===== src/rtl/dvp_cam_emulator.sv =====
// dvp_cam_emulator: OV7660-style DVP transmit emulator that streams RGB565 pixels as VSYNC/HREF/D[7:0]
//
// Ports:
//   fclk       byte clock of the emulated bus
//   rst_n      asynchronous active-low reset
//   start      pulse: begin streaming frames
//   stop       pulse: finish the current frame, then idle
//   test_mode  selects the internal line/column pattern (CAM_EMU_TESTPATTERN_EN builds only)
//   pix_in     RGB565 pixel, sent high byte first
//   pix_valid  pix_in valid
//   pix_ready  pixel taken this cycle if pix_valid (cycle before each high-byte slot)
//   cam_vsync  DVP VSYNC
//   cam_href   DVP HREF
//   cam_dout   DVP data, 0x00 whenever HREF is low
//   busy       not idle
//   underflow  sticky: a byte slot had no pixel; cleared by start
//   frame_cnt  completed frames, wraps at 16 bits
//
// Optional feature macro: CAM_EMU_TESTPATTERN_EN
module dvp_cam_emulator #(
    parameter int H_ACTIVE    = 640,
    parameter int V_ACTIVE    = 480,
    parameter int H_BLANK     = 144,
    parameter int VSYNC_LINES = 3,
    parameter int VBP_LINES   = 17,
    parameter int VFP_LINES   = 10
) (
    input  logic        fclk,
    input  logic        rst_n,
    input  logic        start,
    input  logic        stop,
    input  logic        test_mode,
    input  logic [15:0] pix_in,
    input  logic        pix_valid,
    output logic        pix_ready,
    output logic        cam_vsync,
    output logic        cam_href,
    output logic [7:0]  cam_dout,
    output logic        busy,
    output logic        underflow,
    output logic [15:0] frame_cnt
);
    localparam int LP = 2 * H_ACTIVE + H_BLANK;
    localparam int HW = $clog2(LP);
    localparam int M1 = V_ACTIVE > VSYNC_LINES ? V_ACTIVE : VSYNC_LINES;
    localparam int M2 = VBP_LINES > VFP_LINES ? VBP_LINES : VFP_LINES;
    localparam int ML = M1 > M2 ? M1 : M2;
    localparam int LW = $clog2(ML + 1);
    localparam logic [HW-1:0] H_LAST = HW'(LP - 1);
    localparam logic [HW-1:0] H_HREF = HW'(2 * H_ACTIVE);

    typedef enum logic [2:0] {IDLE, VSYNC, VBP, ACTIVE, VFP} state_t;

    state_t          state_q, state_d, nxt, after_frame;
    logic [HW-1:0]   h_q, h_d;
    logic [LW-1:0]   l_q, l_d, l_last;
    logic            line_end, ph_end, fin;
    logic            stop_q, stop_d, uf_q, uf_d;
    logic            vsync_q, href_q, href_d, tp;
    logic [7:0]      dout_q, dout_d, lo_q, lo_d, hi, pat;
    logic [15:0]     frame_cnt_q;

    // h_q/l_q give the position of the cycle currently on the bus; the *_d values
    // are the next cycle's position, so registering outputs from them keeps the
    // DVP outputs registered and aligned with state_q.
    always_comb begin
        l_last = state_q == VSYNC  ? LW'(VSYNC_LINES - 1) :
                 state_q == VBP    ? LW'(VBP_LINES - 1) :
                 state_q == ACTIVE ? LW'(V_ACTIVE - 1) : LW'(VFP_LINES - 1);
        line_end = h_q == H_LAST;
        ph_end = state_q != IDLE && line_end && l_q == l_last;
        fin = ph_end && (state_q == VFP || (state_q == ACTIVE && VFP_LINES == 0));
        after_frame = (stop_q || stop) ? IDLE : VSYNC;
        nxt = state_q == VSYNC  ? (VBP_LINES > 0 ? VBP : ACTIVE) :
              state_q == VBP    ? ACTIVE :
              state_q == ACTIVE ? (VFP_LINES > 0 ? VFP : after_frame) : after_frame;
        state_d = state_q;
        h_d = h_q;
        l_d = l_q;
        if (state_q == IDLE) begin
            state_d = start ? VSYNC : IDLE;
        end else if (line_end) begin
            h_d = '0;
            l_d = ph_end ? '0 : l_q + 1'b1;
            state_d = ph_end ? nxt : state_q;
        end else begin
            h_d = h_q + 1'b1;
        end
    end

    // A pixel is requested one cycle ahead of every even (high-byte) HREF slot.
    assign href_d    = state_d == ACTIVE && h_d < H_HREF;
    assign pix_ready = href_d && !h_d[0] && !tp;
    assign hi        = pix_valid ? pix_in[15:8] : 8'h00;
    assign lo_d      = pix_ready ? (pix_valid ? pix_in[7:0] : 8'h00) : lo_q;
    assign dout_d    = !href_d ? 8'h00 : tp ? pat : h_d[0] ? lo_q : hi;
    assign stop_d    = state_d == IDLE ? 1'b0 : (stop_q || (stop && (state_q != IDLE || start)));
    assign uf_d      = (state_q == IDLE && start) ? 1'b0 : (uf_q || (pix_ready && !pix_valid));

`ifdef CAM_EMU_TESTPATTERN_EN
    logic tp_q;

    // Pattern selection is captured at start and held for the whole run.
    always_ff @(posedge fclk or negedge rst_n) begin
        if (!rst_n) tp_q <= 1'b0;
        else if (state_q == IDLE && start) tp_q <= test_mode;
    end

    assign tp  = tp_q;
    assign pat = h_d[0] ? 8'(h_d >> 1) : 8'(l_d);
`else
    logic unused_test_mode;

    assign unused_test_mode = test_mode;
    assign tp  = 1'b0;
    assign pat = 8'h00;
`endif

    always_ff @(posedge fclk or negedge rst_n) begin
        if (!rst_n) begin
            state_q     <= IDLE;
            h_q         <= '0;
            l_q         <= '0;
            stop_q      <= 1'b0;
            uf_q        <= 1'b0;
            vsync_q     <= 1'b0;
            href_q      <= 1'b0;
            dout_q      <= 8'h00;
            lo_q        <= 8'h00;
            frame_cnt_q <= 16'h0000;
        end else begin
            state_q     <= state_d;
            h_q         <= h_d;
            l_q         <= l_d;
            stop_q      <= stop_d;
            uf_q        <= uf_d;
            vsync_q     <= state_d == VSYNC;
            href_q      <= href_d;
            dout_q      <= dout_d;
            lo_q        <= lo_d;
            frame_cnt_q <= fin ? frame_cnt_q + 16'd1 : frame_cnt_q;
        end
    end

    assign cam_vsync = vsync_q;
    assign cam_href  = href_q;
    assign cam_dout  = dout_q;
    assign busy      = state_q != IDLE;
    assign underflow = uf_q;
    assign frame_cnt = frame_cnt_q;
endmodule


===== config.mk =====
export PLATFORM = sky130hd
export DESIGN_NAME = dvp_cam_emulator
export DESIGN_NICKNAME = d
export VERILOG_FILES = /design/src/rtl/dvp_cam_emulator.sv
export SDC_FILE = /design/constraint.sdc
export NUM_CORES = 1
export LEC_CHECK = 0
export CAP_MARGIN = 20
export CORE_ASPECT_RATIO = 2
export CORE_MARGIN = 2
export CORE_UTILIZATION = 57
export CTS_BUF_LIST = sky130_fd_sc_hd__clkbuf_16
export DETAILED_ROUTE_END_ITERATION = 10
export PLACE_DENSITY = 0.85
export SETUP_SLACK_MARGIN = 0.2
export SKIP_LAST_GASP = 1
export SLEW_MARGIN = 20
export SYNTH_ARGS = -nofsm -noshare
export SYNTH_HDL_FRONTEND = slang
export SYNTH_SLANG_ARGS = --single-unit

===== constraint.sdc =====
create_clock -name fclk -period 6.15 [get_ports fclk]
set_input_delay 0.615 -clock fclk [delete_from_list [all_inputs] [get_ports fclk]]
set_output_delay 0.615 -clock fclk [all_outputs]
set_load 0.005 [all_outputs]

==> metrics.txt, run 1 <==
status=finished, final reports clean; clock sink count=59; ys async rst share=100%; Post-Synthesis Cells=305; PostCTS Resize Cnt=0; CP Max Fanout=17; Critical Path RT=5.53 ns; CTS root buffer=clkbuf_16; Die Wd=54.9 um; complex-gate fraction of the synthesized area=9.79%; num rows=37; Initial DRT Pass Iterations=4; commonest cells in the netlist=dfrtp_1, nand2_1, nor2_1, inv_1, nand3_1; area leader, netlist=dfrtp_1; Die Y=between 100 and 150 um; Post-CTS Setup Repair Bufs=0; Initial Util=58.5%; max_slew headroom=51.1%; xor and xnor area share after synthesis=around 7.1%; cts hold-fix bufs=0; register area=1480 um^2; via count of the first global-routing pass=2361; fin crit share=between 60% and 70%; largest family of logic cells by synthesized area=simple AND/OR/NAND/NOR gates; fin nets=379; Tot GR Track Use=between 20% and 30%; Synth area leaders=dfrtp_1, nand2_1, xnor2_1; routed via count=2396; sequential share of the synthesized area=50.0%; maximum vdd drop=0.000289 V; Die ar.=5800 um^2; clock latency on the worst-skew pair=0.32 ns; Slew Limit Fails=0; syn avg cell area=9.68 um^2; Worst-Margin Slew=between 0.7 and 0.8 ns; fmax=about 0.24 GHz; Max Cap Viol=0; crit path DAT=3.47 ns; Synth top area share=50.0%; min cycle time layout=4.09 ns; first-pass GRT wire length=about 10000 um; Worst-path clk slew=0.04 ns; Ys Warns=0; vias per cell=approximately 5.8; Post-synth EDFFs=0; Reg2Reg Setup Slack=3.27 ns; share of post-route cells with drive strength above 1=under 10%; ANT nets after route=0; post-DP HPWL=4220 um; routed len/inst=between 10 and 15 um; min-delay worst type=input pin to asynchronous set/reset pin; Setup-failing EPs final=0; Iter 0 DRT Violations=75; final hold vios=0; Synth Cell Area=2950 um^2; ANT cells=0; Setup crit start kind=register; cts bufs inserted=9; Setup WS pre-CTS=2.39 ns; Total Routed Length=roughly 6200 um; Syn Nets=330; Primary FF master, synth=dfrtp_1; setup tns final=0 ns; skew final=approximately 0.0047 ns; Top Ports=51; adder-cell share of the synthesized area=1.27%; pin count of the biggest net entering global routing=60; core region area=5050 um^2; area occupied by multi-input gates=1340 um^2; htree depth=3; multiplexer area fraction after synthesis=3.43%; initial antenna violation count=0; gpl congestion=0.831; area grow syn2layout=25.0%; I/O Buffers=49; final worst slack=approximately 2.1 ns; GRT Residual Overflow=0; RSZ-0062 raised after global routing=no; Pwr Density=approximately 300 nW/um^2; Pleak=approximately 1.8 nW; FF+latch count, synth=59; most common cell in the netlist=dfrtp_1; Fillers=353; drc violations=0; critical setup path kind=register to primary output; Synth cell types=48; crit path capture type=primary output; CTS tree=done; clock buffer depth=2; Synth Area in Simple Gates=23.8%
[registers in the layout, summed over array words and instances (netlist names)]
| signal | count |
|---|---|
| cam_dout | 8 |
| cam_href | 1 |
| cam_vsync | 1 |
| frame_cnt | 16 |
| h_q | 11 |
| l_q | 9 |
| lo_q | 8 |
| state_q | 3 |
| stop_q | 1 |
| underflow | 1 |
[layout by cell type, fill, tap and decap left out, types with 3 or more instances in the layout]
cell             netlist  routed
clkdlybuf4s50_1        0      48
inv_1                 16      19
nand3_1               16      16
ha_1                   3       3
o21ai_0               12      12
xor2_1                11      11
nand2_1               44      44
a31oi_1                3       3
a21oi_1               13      13
nor4_1                 3       3
nor3_1                 4       4
nor2_1                21      21
and3_1                14      14
nand4_1               11      11
o21ai_1                3       3
nand2b_1               3       3
mux2i_1                9       9
dfrtp_1               59      59
xnor2_1               13      13
nor2b_1                4       4
clkbuf_16              0       9
[through the flow]
step,power [mW],instances,hold slack [ns],utilization (%),area (um^2)
floorplan,0.624,305,0.319,-,2950
global placement,0.691,401,0.458,68.4,3450
detailed placement,0.701,401,0.470,68.4,3450
CTS,1.11,414,0.469,73.1,3690
global route,1.17,414,0.501,73.1,3690
finish,1.10,414,0.436,73.1,3690
[layer usage]
| metal | wire length (um) | part of all wire, % | global-route usage [%] |
|---|---|---|---|
| met5 | 0 | 0 | 0 |
| met4 | 132 | 2.1 | 10.2 |
| met3 | 204 | 3.3 | 6.94 |
| met2 | 3170 | 51 | 38.3 |
| met1 | 2650 | 43 | 30.7 |
[where the power goes]
group / switching [mW] / internal (mW)
clock network: 0.148 / 0.258
registers: 0.0423 / 0.421
logic: 0.139 / 0.0958
total: 0.329 / 0.774
[worst paths after layout]
kind / startpoint / end / depth (start not counted)
worst max-delay path: state_q[2]$_DFF_PN0_ / pix_ready / 8
worst min-delay path: rst_n / h_q[7]$_DFFE_PN0N_ / 2
worst max register to register: state_q[2]$_DFF_PN0_ / lo_q[6]$_DFFE_PN0P_ / 7
worst min register to register: frame_cnt[15]$_DFFE_PN0P_ / frame_cnt[15]$_DFFE_PN0P_ / 1
max in group asynchronous: rst_n / cam_dout[3]$_DFF_PN0_ / 2
min in group fclk: frame_cnt[15]$_DFFE_PN0P_ / frame_cnt[15]$_DFFE_PN0P_ / 1
[cells by family after synthesis]
group                      Yosys count
and+or+nand+nor                    136
DFF                                 59
AOI/OAI and AO/OA                   43
buffers and inverters               30
xor gates and xnor gates            24
muxes                               10
adders and majority gates            3
[area by class of cell]
| cell class | count | area share (%) |
|---|---|---|
| Sequential cell | 59 | 40.0 |
| Inverter | 18 | 1.83 |
| Clock buffer | 9 | 6.10 |
| Clock inverter | 4 | 0.407 |
| Timing Repair Buffer | 50 | 13.4 |
| Multi-Input combinational cell | 216 | 36.3 |
| Tap cell | 58 | 1.97 |
[critical path, cell delays in order, from the launching register on]
cell,delay (ns)
dfrtp_1,0.68
o31ai_2,0.21
or2_2,0.36
nor2_1,0.39
nand4_1,0.21
a221oi_2,0.37
nand3_2,0.34
inv_2,0.11
clkdlybuf4s50_1,0.50
Power figures use the tool's default switching activity.
==> run 2, diff against run 1 <==
Settings changed: CORE_UTILIZATION 57 to 53, PLACE_DENSITY 0.85 to 0.8.
Clock period 6.15 ns to 4.2 ns, I/O delays scaled along.
==> run 2 against run 1 <==
Effect of this change:
- sequential share of layout area down 1.3 points
- power up 69%
- critical endpoint unchanged
- largest power group is now the clock network
- combinational power up 51%
- largest cell class unchanged
- register-to-register slack worse by 1.9 ns
==> metrics.txt, run 2 (synthesized netlist as in run 1, its figures left out) <==
critical setup path kind=register to primary output; ANT cells=0; Setup-failing EPs final=0; routed len/inst=around 16 um; RSZ-0062 raised after global routing=no; pin count of the biggest net entering global routing=34; gpl congestion=0.825; most common cell after layout, fill and taps aside=dfrtp_1; core region area=between 5000 and 6000 um^2; Largest register FFs=16; cts hold-fix bufs=0; Overall Power=1.86 mW; Critical Path RT=3.78 ns; Top Ports=51; num rows=38; clock sink count=59; area grow syn2layout=29.2%; crit path capture type=primary output; Max Cap Viol=0; PostCTS Resize Cnt=0; CTS root buffer=clkbuf_16; Slew Limit Fails=0; Core Util, Final=between 70% and 80%; Combinational Power Share=19.0%; ANT nets after route=0; Tot GR Track Use=24.1%; Pleak=between 1.5 and 2 nW; crit path DAT=3.35 ns; final hold vios=0; Die Wd=~57 um; min cycle time layout=around 3.8 ns; max_slew headroom=50.2%; min-delay worst type=input pin to asynchronous set/reset pin; Worst-path clk slew=0.05 ns; clock latency on the worst-skew pair=roughly 0.33 ns; first-pass GRT wire length=~11000 um; Pwr Density=roughly 500 nW/um^2; power share of the clock group=about 44%; via count of the first global-routing pass=2332; fin nets=between 300 and 400; maximum vdd drop=0.000524 V; Initial Util=54.5%; Post-CTS Setup Repair Bufs=0; met2 Use GR=between 40% and 50%; skew final=between 0.005 and 0.006 ns; final hold slack=0.0868 ns; Int Power=about 1.3 mW; initial antenna violation count=0; sw frac=28.7%; Iter 0 DRT Violations=~110; fin crit share=89.7%; Initial DRT Pass Iterations=4; Sequential Power Share=36.6%; clock buffer depth=2; drc violations=0; routed via count=2426; cts bufs inserted=9; Total Routed Length=between 6000 and 7000 um; Sw Pwr=between 500 and 600 uW; global route hottest layer=met2; grt met1 use=a little over a quarter; I/O Buffers=49; post-DP HPWL=4570 um; CTS tree=done; Worst-Margin Slew=0.745 ns; M3 GR Usage=4.82%; setup tns final=0 ns; htree depth=3; vias per cell=5.78; GRT Residual Overflow=0; share of post-route cells with drive strength above 1=8.61%; Die ar.=6220 um^2; Setup crit start kind=register; status=finished, final reports clean; Die Y=110 um; most frequent cells in the layout=dfrtp_1, clkdlybuf4s50_1, nand2_1; fmax=approximately 0.27 GHz; CP Max Fanout=15
[run 2: metal layers]
metal	vias up	wire length, um	share of wire, %
met1	1149	2530	38
met3	16	356	5.3
met5	-	0	0
met4	0	201	3.0
li1	1161	-	-
met2	100	3630	54
[run 2: area by class of cell]
| class | count | area (um^2) |
|---|---|---|
| repair buffers | 51 | 500 |
| flip-flops and latches | 59 | 1480 |
| multi-input cells | 216 | 1360 |
| fillers | 405 | 1610 |
| clock buffers | 9 | 225 |
| inverters | 18 | 67.6 |
| well taps | 60 | 75.1 |
| clock inverters | 7 | 108 |
[run 2: path summary, 6_finish.rpt]
kind                                                start                         to  slack, ns  cells after the start
worst max register to register       state_q[0]$_DFF_PN0_   frame_cnt[1]$_DFFE_PN0P_       1.42                      6
min in group fclk               frame_cnt[15]$_DFFE_PN0P_  frame_cnt[15]$_DFFE_PN0P_       0.47                      1
worst min register to register  frame_cnt[15]$_DFFE_PN0P_  frame_cnt[15]$_DFFE_PN0P_       0.47                      1
worst max-delay path                 state_q[0]$_DFF_PN0_                  pix_ready       0.43                      8
worst min-delay path                                rst_n         h_q[6]$_DFFE_PN0N_       0.09                      1
max in group asynchronous                           rst_n       state_q[2]$_DFF_PN0_       3.24                      2
[run 2: worst max-delay path, cell delays in order (launching register included)]
cell             delay [ns]
dfrtp_1                0.56
nor4_1                 0.42
o21ai_1                0.15
a311oi_4               0.42
nand4_1                0.21
a221oi_2               0.42
nand3_4                0.24
inv_2                  0.09
clkdlybuf4s50_1        0.50
[run 2: stage by stage]
step,setup WS (ns),cell area [um^2],cells
final,0.433,3810,420
after global routing,0.253,3810,420
after CTS,0.303,3790,420
after detailed placement,0.730,3460,404
after global placement,0.811,3460,404
after floorplan,1.73,2950,305
[run 2: power by group through the flow]
stage / clock network (mW) / logic (mW) / registers, mW
floorplan: 0 / 0.251 / 0.663
global placement: 0 / 0.333 / 0.683
detailed placement: 0 / 0.342 / 0.686
CTS: 0.841 / 0.350 / 0.679
global route: 0.864 / 0.396 / 0.689
finish: 0.827 / 0.355 / 0.682
==> run 3, diff against run 2 <==
Settings changed: SLEW_MARGIN 20 to 10.
==> results of run 3 <==
Same layout as run 2: the final DEF is identical, and so are final timing and power.
